## src/rtl/mem_store_port.sv

```systemverilog
// Store port: buffers independent address/data channels, pairs them into
// BRAM writes and returns one dataless completion token per acknowledged write.
module mem_store_port #(
  parameter int DATA_TYPE   = 32,
  parameter int ADDR_TYPE   = 32,
  parameter int FIFO_DEPTH  = 4,
  parameter int MAX_PENDING = 8
) (
  input  logic                 clk,
  input  logic                 rst,
  input  logic [DATA_TYPE-1:0] dataIn,
  input  logic                 dataIn_valid,
  output logic                 dataIn_ready,
  input  logic [ADDR_TYPE-1:0] addrIn,
  input  logic                 addrIn_valid,
  output logic                 addrIn_ready,
  output logic                 storeEn,
  output logic [ADDR_TYPE-1:0] storeAddr,
  output logic [DATA_TYPE-1:0] storeData,
  input  logic                 storeReady,
  input  logic                 storeAck,
  output logic                 doneOut_valid,
  input  logic                 doneOut_ready
);

  localparam int PW = $clog2(FIFO_DEPTH);
  localparam int CW = $clog2(MAX_PENDING + 1);

  logic [ADDR_TYPE-1:0] amem [FIFO_DEPTH];
  logic [DATA_TYPE-1:0] dmem [FIFO_DEPTH];

  logic [PW-1:0] awp, arp, dwp, drp;
  logic [PW:0]   acnt, dcnt;
  logic [CW-1:0] pending, done_cnt;
  logic [CW:0]   inflight;

  logic afull, dfull, aempty, dempty;
  logic apush, dpush, accept;
  logic ack_ok, tok;
  logic cap_ok;

  assign afull  = (acnt == (PW+1)'(FIFO_DEPTH));
  assign dfull  = (dcnt == (PW+1)'(FIFO_DEPTH));
  assign aempty = (acnt == '0);
  assign dempty = (dcnt == '0);

  // Readies come from registered occupancy only, never from the pop side.
  assign addrIn_ready = !afull & !rst;
  assign dataIn_ready = !dfull & !rst;

  assign apush = addrIn_valid & addrIn_ready;
  assign dpush = dataIn_valid & dataIn_ready;

  assign inflight = {1'b0, pending} + {1'b0, done_cnt};
  assign cap_ok   = (inflight < (CW+1)'(MAX_PENDING));

  assign storeEn   = !aempty & !dempty & cap_ok & !rst;
  assign storeAddr = amem[arp];
  assign storeData = dmem[drp];
  assign accept    = storeEn & storeReady;

  // Acks with nothing in flight (e.g. for writes issued before reset) are dropped.
  assign ack_ok        = storeAck & (pending != '0) & !rst;
  assign doneOut_valid = (done_cnt != '0) & !rst;
  assign tok           = doneOut_valid & doneOut_ready;

  always_ff @(posedge clk) begin
    if (apush) amem[awp] <= addrIn;
    if (dpush) dmem[dwp] <= dataIn;
  end

  always_ff @(posedge clk) begin
    if (rst) begin
      awp <= '0;
      arp <= '0;
      acnt <= '0;
    end else begin
      if (apush) awp <= awp + 1'b1;
      if (accept) arp <= arp + 1'b1;
      unique case ({apush, accept})
        2'b10:   acnt <= acnt + 1'b1;
        2'b01:   acnt <= acnt - 1'b1;
        default: acnt <= acnt;
      endcase
    end
  end

  always_ff @(posedge clk) begin
    if (rst) begin
      dwp <= '0;
      drp <= '0;
      dcnt <= '0;
    end else begin
      if (dpush) dwp <= dwp + 1'b1;
      if (accept) drp <= drp + 1'b1;
      unique case ({dpush, accept})
        2'b10:   dcnt <= dcnt + 1'b1;
        2'b01:   dcnt <= dcnt - 1'b1;
        default: dcnt <= dcnt;
      endcase
    end
  end

  always_ff @(posedge clk) begin
    if (rst) begin
      pending <= '0;
      done_cnt <= '0;
    end else begin
      unique case ({accept, ack_ok})
        2'b10:   pending <= pending + 1'b1;
        2'b01:   pending <= pending - 1'b1;
        default: pending <= pending;
      endcase
      unique case ({ack_ok, tok})
        2'b10:   done_cnt <= done_cnt + 1'b1;
        2'b01:   done_cnt <= done_cnt - 1'b1;
        default: done_cnt <= done_cnt;
      endcase
    end
  end

endmodule

```

## config.mk

```make
export PLATFORM = sky130hd
export DESIGN_NAME = mem_store_port
export DESIGN_NICKNAME = d
export VERILOG_FILES = /design/src/rtl/mem_store_port.sv
export SDC_FILE = /design/constraint.sdc
export NUM_CORES = 1
export LEC_CHECK = 0
export ABC_CLOCK_PERIOD_IN_PS = 3400
export CAP_MARGIN = 20
export CORE_MARGIN = 2
export CORE_UTILIZATION = 55
export DETAILED_ROUTE_END_ITERATION = 10
export GPL_TIMING_DRIVEN = 0
export HOLD_SLACK_MARGIN = 0.02
export PLACE_DENSITY_LB_ADDON = 0.1
export SLEW_MARGIN = 25
export SYNTH_ARGS = -nofsm -noshare
export SYNTH_HDL_FRONTEND = slang
export SYNTH_SLANG_ARGS = --single-unit
```

## constraint.sdc

```tcl
create_clock -name clk -period 3.4 [get_ports clk]
set_input_delay 0.34 -clock clk [delete_from_list [all_inputs] [get_ports clk]]
set_output_delay 0.34 -clock clk [all_outputs]
set_load 0.005 [all_outputs]
```

# Word-level counts from Yosys, hierarchy flattened
# Memory sizes are Yosys's and may differ from the RTL's. A register that Yosys moved wholly into a read port is not among the register bits.
# Index checks and enable logic that the tools add are counted.
totals:
  register_bits: 22
  latchBits: 0
  mem_bits_rw: 256
  romBits: 0
  inputBits: 71
  out_inout_bits: 68
  elab_cells: 71
  memories: 2
memory_table:
  columns: ["name", "words", "word_bits", "read_ports", "rd_ports_with_merged_regs", "wr", "line", "source"]
  rows:
  - ["amem", 4, 32, 1, 1, 1, "29", "logic [ADDR_TYPE-1:0] amem [FIFO_DEPTH];"]
  - ["dmem", 4, 32, 1, 1, 1, "30", "logic [DATA_TYPE-1:0] dmem [FIFO_DEPTH];"]
op_classes:
  n_addsub: 13
  n_mul: 0
  n_div: 0
  order_cmp: 1
  n_eq_ne: 10
  shift: 0
  n_mux: 12
  n_bitwise: 12
  reduce_logical: 13
op_table:
  columns: ["operator", "count"]
  rows:
  - ["$pmux 4 s2", 2]
  - ["$and 1x1->1", 12]
  - ["$pmux 3 s2", 2]
  - ["$add 2x1->2 const B", 4]
  - ["$add 4x1->4 const B", 2]
  - ["$eq 2x1->1 const B", 4]
  - ["$eq 2x2->1 const B", 4]
  - ["$mux 2", 4]
  - ["$reduce_bool 2->1", 4]
  - ["$reduce_bool 4->1", 2]
  - ["$sub 4x1->4 const B", 2]
  - ["$add 3x1->3 const B", 2]
  - ["$eq 3x3->1 const B", 2]
  - ["$logic_not 3->1", 2]
  - ["$sub 3x1->3 const B", 2]
  - ["$add 4x4->5", 1]
  - ["$logic_not 1->1", 5]
  - ["$lt 5x4->1 const B", 1]
  - ["$mux 1", 4]

# Depth between registers and ports, before layout
# Gate-level depths: netlist of run 1.
logic_depth:
  ltp_word: 8
  mapped_depth: 12
  ltp_nobuf: 12

# Worst setup path before layout of run 1
# OpenSTA, ideal clock, no wires.
synth_timing:
  path_type: "register to register"
  startpoint: "reg pending[3]"
  endpoint: "reg pending[3]"
  setup_ns: 0.070
  arrival_ns: 2.647
  required_time_ns: 3.330
  slack_ns: 0.683
  stages_incl_launch_ff: 12
  n_path_buf: 0
  synth_period_minus_slack_ns: 2.717
  cell_sequence: "dfxtp_1 > ha_1 > nor4_2 > nand3_2 > nor2_1 > inv_1 > ha_1 > ha_1 > a21oi_1 > a21oi_1 > or4_1 > a21oi_1"
synth_between:
  elab_chain_len: 7
  elab_cells_between_ends: 14
  classes_between: "add/sub (3); order compare (1); eq/ne (2); mux (1); bitwise (5); reduce/logical (2)"
synth_lines:
  columns: ["item", "line", "source"]
  rows:
  - ["start: declaration", "34", "logic [CW-1:0] pending, done_cnt;"]
  - ["start signal: assignment", "110", "2'b10: pending <= pending + 1'b1;"]
  - ["start signal: assignment", "111", "2'b01: pending <= pending - 1'b1;"]
  - ["start signal: assignment", "112", "default: pending <= pending;"]
  - ["$add 4x4->5 *", "54", "assign inflight = {1'b0, pending} + {1'b0, done_cnt};"]
  - ["$lt 5x4->1 *", "55", "assign cap_ok = (inflight < (CW+1)'(MAX_PENDING));"]
  - ["$and 1x1->1 * (2 in series)", "57", "assign storeEn = !aempty & !dempty & cap_ok & !rst;"]
  - ["$and 1x1->1 *", "60", "assign accept = storeEn & storeReady;"]
  - ["via accept", "38", "logic apush, dpush, accept;"]
  - ["$eq 2x1->1 or $eq 2x2->1 (tied branches)", "109", "unique case ({accept, ack_ok})"]
  - ["$pmux 4 s2 or $reduce_bool 2->1 (tied branches)", null, null]
# Mark *: on every way through the listed nets, which the timed path passes. The rest lies on a longest branch.
# A chain may end at the register's enable or synchronous reset.

# Final worst setup path of run 1
# Same ends and word-level chain as after synthesis.

==> key figures, run 1 <==
Routing
  – Total Routed Length: about 19 mm
  – Residual DRC: 0
  – Final ANT Viol Nets: 0
  – Average wire per standard cell: between 15 and 20 um
  – Number of vias per cell: 5.53
  – Vias: about 5.4k
  – First-pass DRT Iterations: 4
  – Initial DRC count: roughly 280

Power and ir drop
  – Leakage power: 4.31 nW
  – Power density cells: between 500 and 600 nW/um^2
  – Power Total: between 0.007 and 0.008 W
  – Maximum vdd drop: between 0.4 and 0.5 mV

Synthesis
  – Ranking of synthesized cells by area: edfxtp_1, mux4_2, dfxtp_1
  – Synthesized Nets: approximately 600
  – Asr flop ratio synth: 0%
  – Most frequent cell after synthesis: edfxtp_1
  – Leading area contributor after synthesis: edfxtp_1
  – Post-synth EDFFs: approximately 260
  – Gate Count Post-Synth: between 500 and 600
  – Synthesized area: 10700 um^2
  – Top cells by count, synth: edfxtp_1, mux4_2, dfxtp_1
  – Prevailing post-synth register cell: edfxtp_1
  – Sequential area share after synthesis: about three quarters
  – Average cell area after synthesis: roughly 21 um^2
  – Synth unique cells: 30
  – Yosys warning total: 0
  – Post-synthesis register bit count: between 200 and 300
  – Post-synth top area share: 71.7%

CTS
  – Clock Latency Late Sink: approximately 0.53 ns
  – Post-cts sizing count: 0
  – H-Tree Depth: 1
  – CTS max path bufs: 3
  – CTS tree: done
  – Clk slew on worst S/H paths: ~0.060 ns
  – Root Buffer: clkbuf_16
  – Cts bufs inserted: 28
  – Clk sinks: 282
  – Post-CTS setup buffer count: 0
  – Cts hold-fix bufs: 0

Floorplanning
  – Die ar.: about 21000 um^2
  – Die Span Y: around 140 um
  – Site Rows: around 50
  – Area of the core: 19300 um^2
  – Die Span X: ~140 um
  – Num ports: 139
  – Initial Util: roughly 56%

Placement
  – Place WS: 0.117 ns
  – Hpwl dp: around 12 mm
  – GPL Wtd Cong: 0.738
  – Buffers on Ports: about 140

GRT
  – GR Util met1: between 20% and 30%
  – Initial antenna violation count: 0
  – Vias in the first global route: roughly 5.7k
  – Largest net degree at the start of global routing: 33
  – Met3 GRT Util: approximately 4.3%
  – Global-route wire length before repair: roughly 30 mm
  – Global routing's busiest layer: met2
  – Met2 usage: between 30% and 40%
  – Tot GR Track Use: a little under a fifth
  – GRT Residual Overflow: 0

Setup path
  – Critical Path Start Type: flop
  – Crit path required time: 3.85 ns
  – Element type at the critical path end: flop
  – Critical path arrival: roughly 3.6 ns
  – Worst R2R Path Depth: 11
  – WS Path Type: reg -> reg
  – Crit-path max FO: 10

STA
  – Fin. Hold Viols: 0
  – Worst slew pin tran: ~0.89 ns
  – Max-slew violations: 0
  – RSZ-0062 raised after global routing: false
  – Fin Setup TNS: 0 ns
  – Slew margin rel.: between 40% and 50%
  – Final period util: approximately 92%
  – Period minus WS final: approximately 3.1 ns
  – Maximum clock rate: approximately 0.32 GHz
  – Worst setup margin: ~0.27 ns
  – Endpoints failing setup: 0
  – Final Hold Slack: around 0.44 ns
  – Clock Skew: 0.0132 ns

Finish
  – Layout area overhead: 25.3%
  – Proportion of layout cells with a drive suffix above 1: between 10% and 20%
  – N_diodes: 0
  – Post-layout util: between 60 and 70%
  – Layout Nets: just under 800

Outcome
  – Outcome: complete, no violations

Job
  – Max-cap violations: 0

Worst hold path
  – Hold Path Depth: 1
  – Worst Hold Class: in -> reg
[flip-flops by register name (all words and copies together), names as in the netlist, named ones only]
name	cells
dcnt	3
acnt	3
dmem	128
done_cnt	4
pending	4
arp	2
dwp	2
amem	128
drp	2
awp	2
[metrics by stage]
stage          cell area, um^2  std cells
3_5_place_dp             12500        918
3_3_place_gp             12400        914
4_1_cts                  13400        969
5_1_grt                  13400        969
2_1_floorplan            10700        511
6_report                 13400        969
[final timing paths]
kind,start,to,slack [ns]
worst max-delay path,pending[3]$_SDFFE_PP0P_,pending[3]$_SDFFE_PP0P_,0.27
worst min-delay path,addrIn[10],amem[0][10]$_DFFE_PP_,0.44
worst max register to register,pending[3]$_SDFFE_PP0P_,pending[3]$_SDFFE_PP0P_,0.27
worst min register to register,arp[1]$_SDFFE_PP0P_,arp[1]$_SDFFE_PP0P_,0.49
[placed cells by master (no fill, tap or decap), types with 8 or more instances in the layout]
| cell | count |
|---|---|
| a21oi_1 | 22 |
| and2_2 | 8 |
| buf_2 | 8 |
| clkbuf_1 | 17 |
| clkbuf_16 | 29 |
| clkdlybuf4s50_1 | 138 |
| dfxtp_1 | 26 |
| edfxtp_1 | 256 |
| ha_1 | 19 |
| inv_1 | 22 |
| mux4_2 | 64 |
| nor2_1 | 23 |
| xor2_1 | 8 |
[power breakdown]
part	switching [W]	leakage [nW]	internal, W
combinational	0.000177	1.34	0.000231
sequential	0.0000253	2.54	0.00388
clock	0.00119	0.434	0.00181
total	0.00139	4.31	0.00592
[per-layer routing]
layer	wire, um	part of all wire, %
met2	9840	52
met4	396	2.1
met5	0	0
met1	7670	40
met3	1170	6.1
[critical path: stages (launching register included)]
cell and delay [ns]:
dfxtp_1 0.34, ha_1 0.31, nor4_2 0.29, nand3_2 0.22, nor2_1 0.30, inv_1 0.08
ha_1 0.24, ha_1 0.33, a21oi_1 0.20, a21oi_1 0.11, or4_1 0.47, a21oi_1 0.17
[final cells by class]
type,count,area (um^2)
clock buffer,41,781
tap,265,332
clock inverter,10,123
buffer,17,73.8
fill,1224,5840
multi-input combinational,190,2360
sequential,282,8210
inverter,22,82.6
timing repair buffer,142,1470
[cell families after synthesis]
logic type | share of synthesized area [%]
simple gates | 2.96
buf+inv | 1.46
fa+ha+maj | 2.96
flops | 76.6
xor+xnor | 0.817
mux | 13.4
compound gates | 1.80
(Power assumes the default switching activity.)
==> run 2: changes to the inputs <==
- CORE_MARGIN: 2 -> default
==> run 2 against run 1 <==
Worst setup slack gained 0.020 ns. Combinational power about the same. Global-route usage rose by 0.99 points. Critical path type unchanged. Largest power group unchanged. Sequential share of layout area about the same. Critical path depth did not move. First-iteration DRC count shrank 1.4%. Highest routed layer unchanged. Critical endpoint unchanged.
==> key figures, run 2 (synthesis results as in run 1) <==
Finish
  – Layout area overhead: 25.3%
  – # fillers: about 1.2k
  – Most frequent cells in the layout: edfxtp_1, clkdlybuf4s50_1, mux4_2
  – Regs by FF count: amem x128, dmem x128
  – Layout Nets: ~780
  – Post-route cell area: approximately 13000 um^2
  – Proportion of layout cells with a drive suffix above 1: 18.9%
  – Most common cell after layout, fill and taps aside: edfxtp_1

GRT
  – Initial antenna violation count: 1
  – GRT Residual Overflow: 0
  – Largest net degree at the start of global routing: 33
  – Tot GR Track Use: between 10% and 20%
  – Global-route wire length before repair: between 30 and 40 mm
  – Vias in the first global route: 5684

Routing
  – Total Routed Length: 19.1 mm
  – Average wire per standard cell: 19.8 um
  – Residual DRC: 0
  – Initial DRC count: 274
  – First-pass DRT Iterations: 4
  – Number of vias per cell: 5.44
  – Final ANT Viol Nets: 0
  – Vias: 5253

CTS
  – Post-CTS setup buffer count: 0
  – CTS max path bufs: 3
  – CTS tree: done
  – Clock Latency Late Sink: around 0.53 ns
  – Cts hold-fix bufs: 0
  – Cts bufs inserted: 28
  – H-Tree Depth: 1
  – Post-cts sizing count: 0
  – Root Buffer: clkbuf_16
  – Clk sinks: approximately 280
  – Clk slew on worst S/H paths: approximately 0.060 ns

Floorplanning
  – Site Rows: 50
  – Die Span Y: between 100 and 150 um
  – Die ar.: between 20000 and 25000 um^2
  – Initial Util: roughly 57%
  – Die Span X: ~140 um
  – Num ports: between 100 and 150
  – Area of the core: roughly 19000 um^2

Power and ir drop
  – Gate power share: 5.5%
  – Sw Pwr: approximately 0.0014 W
  – Seq pwr share: approximately 54%
  – Maximum vdd drop: 0.459 mV
  – Switching Share: between 10% and 20%
  – Design internal power: between 0.005 and 0.006 W
  – Power density cells: between 500 and 600 nW/um^2
  – Clock group share of total power: 41.0%
  – Leakage power: 4.31 nW

Placement
  – Hpwl dp: between 10 and 15 mm
  – Buffers on Ports: approximately 140
  – Area after DPL: 12500 um^2
  – GPL Wtd Cong: 0.740

STA
  – Final Hold Slack: 0.434 ns
  – Fin Setup TNS: 0 ns
  – Final period util: between 90 and 100%
  – Fin. Hold Viols: 0
  – Endpoints failing setup: 0
  – Maximum clock rate: between 0.3 and 0.4 GHz
  – RSZ-0062 raised after global routing: false
  – Period minus WS final: 3.11 ns
  – Max-slew violations: 0
  – Clock Skew: roughly 0.012 ns
  – Worst slew pin tran: around 0.88 ns
  – Slew margin rel.: 41.5%

Setup path
  – Critical path arrival: about 3.6 ns
  – Worst R2R Path Depth: 11
  – Critical Path Start Type: flop
  – WS Path Type: reg -> reg
  – Crit path to: pending[3]$_SDFFE_PP0P_
  – Crit-path max FO: 10
  – Critical R2R Capture: pending[3]$_SDFFE_PP0P_
  – Crit path required time: 3.86 ns
  – Element type at the critical path end: flop
  – CP startpoint: done_cnt[3]$_SDFFE_PP0P_
  – Reg2Reg Setup Slack: ~0.29 ns
  – FF-to-FF Start: done_cnt[3]$_SDFFE_PP0P_

Job
  – Max-cap violations: 0

Worst hold path
  – Worst hold start: addrIn[16]
  – Worst Hold Class: in -> reg

Outcome
  – Outcome: complete, no violations
## run 2: changes by cell type in the layout (fill, tap and decap cells not counted)
| cell | delta |
|---|---|
| clkinv_8 | +1 |
| clkinv_2 | +6 |
| diode_2 | +1 |
| clkinv_1 | -1 |
| clkinvlp_4 | +3 |
| buf_16 | -1 |
| clkbuf_16 | -1 |
| clkbuf_1 | -7 |
| buf_12 | +1 |
## run 2: power by group through the flow
stage / Combinational (W) / Sequential [W] / Clock [W]
after floorplan: 0.000156 / 0.00397 / 0
after global placement: 0.000387 / 0.00397 / 0
after detailed placement: 0.000408 / 0.00398 / 0
after CTS: 0.000411 / 0.00391 / 0.00305
after global routing: 0.000441 / 0.00391 / 0.00317
final: 0.000405 / 0.00390 / 0.00299
## run 2: cell type report
type,instances,area [um^2],share of cell area (%)
clock inverters,19,188,1.40
well taps,260,325,2.42
clock buffers,33,729,5.43
flip-flops and latches,282,8210,61.1
repair buffers,142,1460,10.9
plain buffers,17,73.8,0.550
diodes,1,2.50,0.0186
multi-input cells,190,2360,17.6
inverters,22,82.6,0.615
## run 2: worst min-delay path by stage
stage | to | slack (ns) | depth (start not counted)
after detailed placement | flop | 0.48 | 2
after global placement | drp[1]$_SDFFE_PP0P_ | 0.47 | 2
final | amem[0][16]$_DFFE_PP_ | 0.43 | 1
after CTS | amem[0][24]$_DFFE_PP_ | 0.41 | 1
after floorplan | amem[0][0]$_DFFE_PP_ | 0.44 | 0
after global routing | dmem[0][24]$_DFFE_PP_ | 0.43 | 1
## run 2: metrics by stage
step,utilization [%],std cells,worst slack (ns),power (W)
after floorplan,-,511,0.683,0.00413
after global placement,65.8,909,0.206,0.00436
after detailed placement,66.2,913,0.0534,0.00439
after CTS,71.1,965,0.259,0.00736
after global routing,71.1,965,0.0803,0.00752
final,71.1,966,0.286,0.00730
## run 2: worst max-delay path, cell delays in order (launching register included)
cell	delay, ns
dfxtp_1	0.39
ha_1	0.26
nor4_2	0.29
nand3_2	0.20
nor2_1	0.32
inv_1	0.08
ha_1	0.25
ha_1	0.33
a21oi_1	0.18
a21oi_1	0.11
or4_1	0.48
a21oi_1	0.15
## run 2: routing by layer
| layer | vias to the layer above | GRT usage, % | share of wire, % |
|---|---|---|---|
| li1 | 2418 | - | - |
| met1 | 2688 | 26.1 | 41 |
| met2 | 118 | 34.6 | 51 |
| met3 | 29 | 3.88 | 5.2 |
| met4 | 0 | 5.04 | 2.0 |
| met5 | - | 0 | 0 |
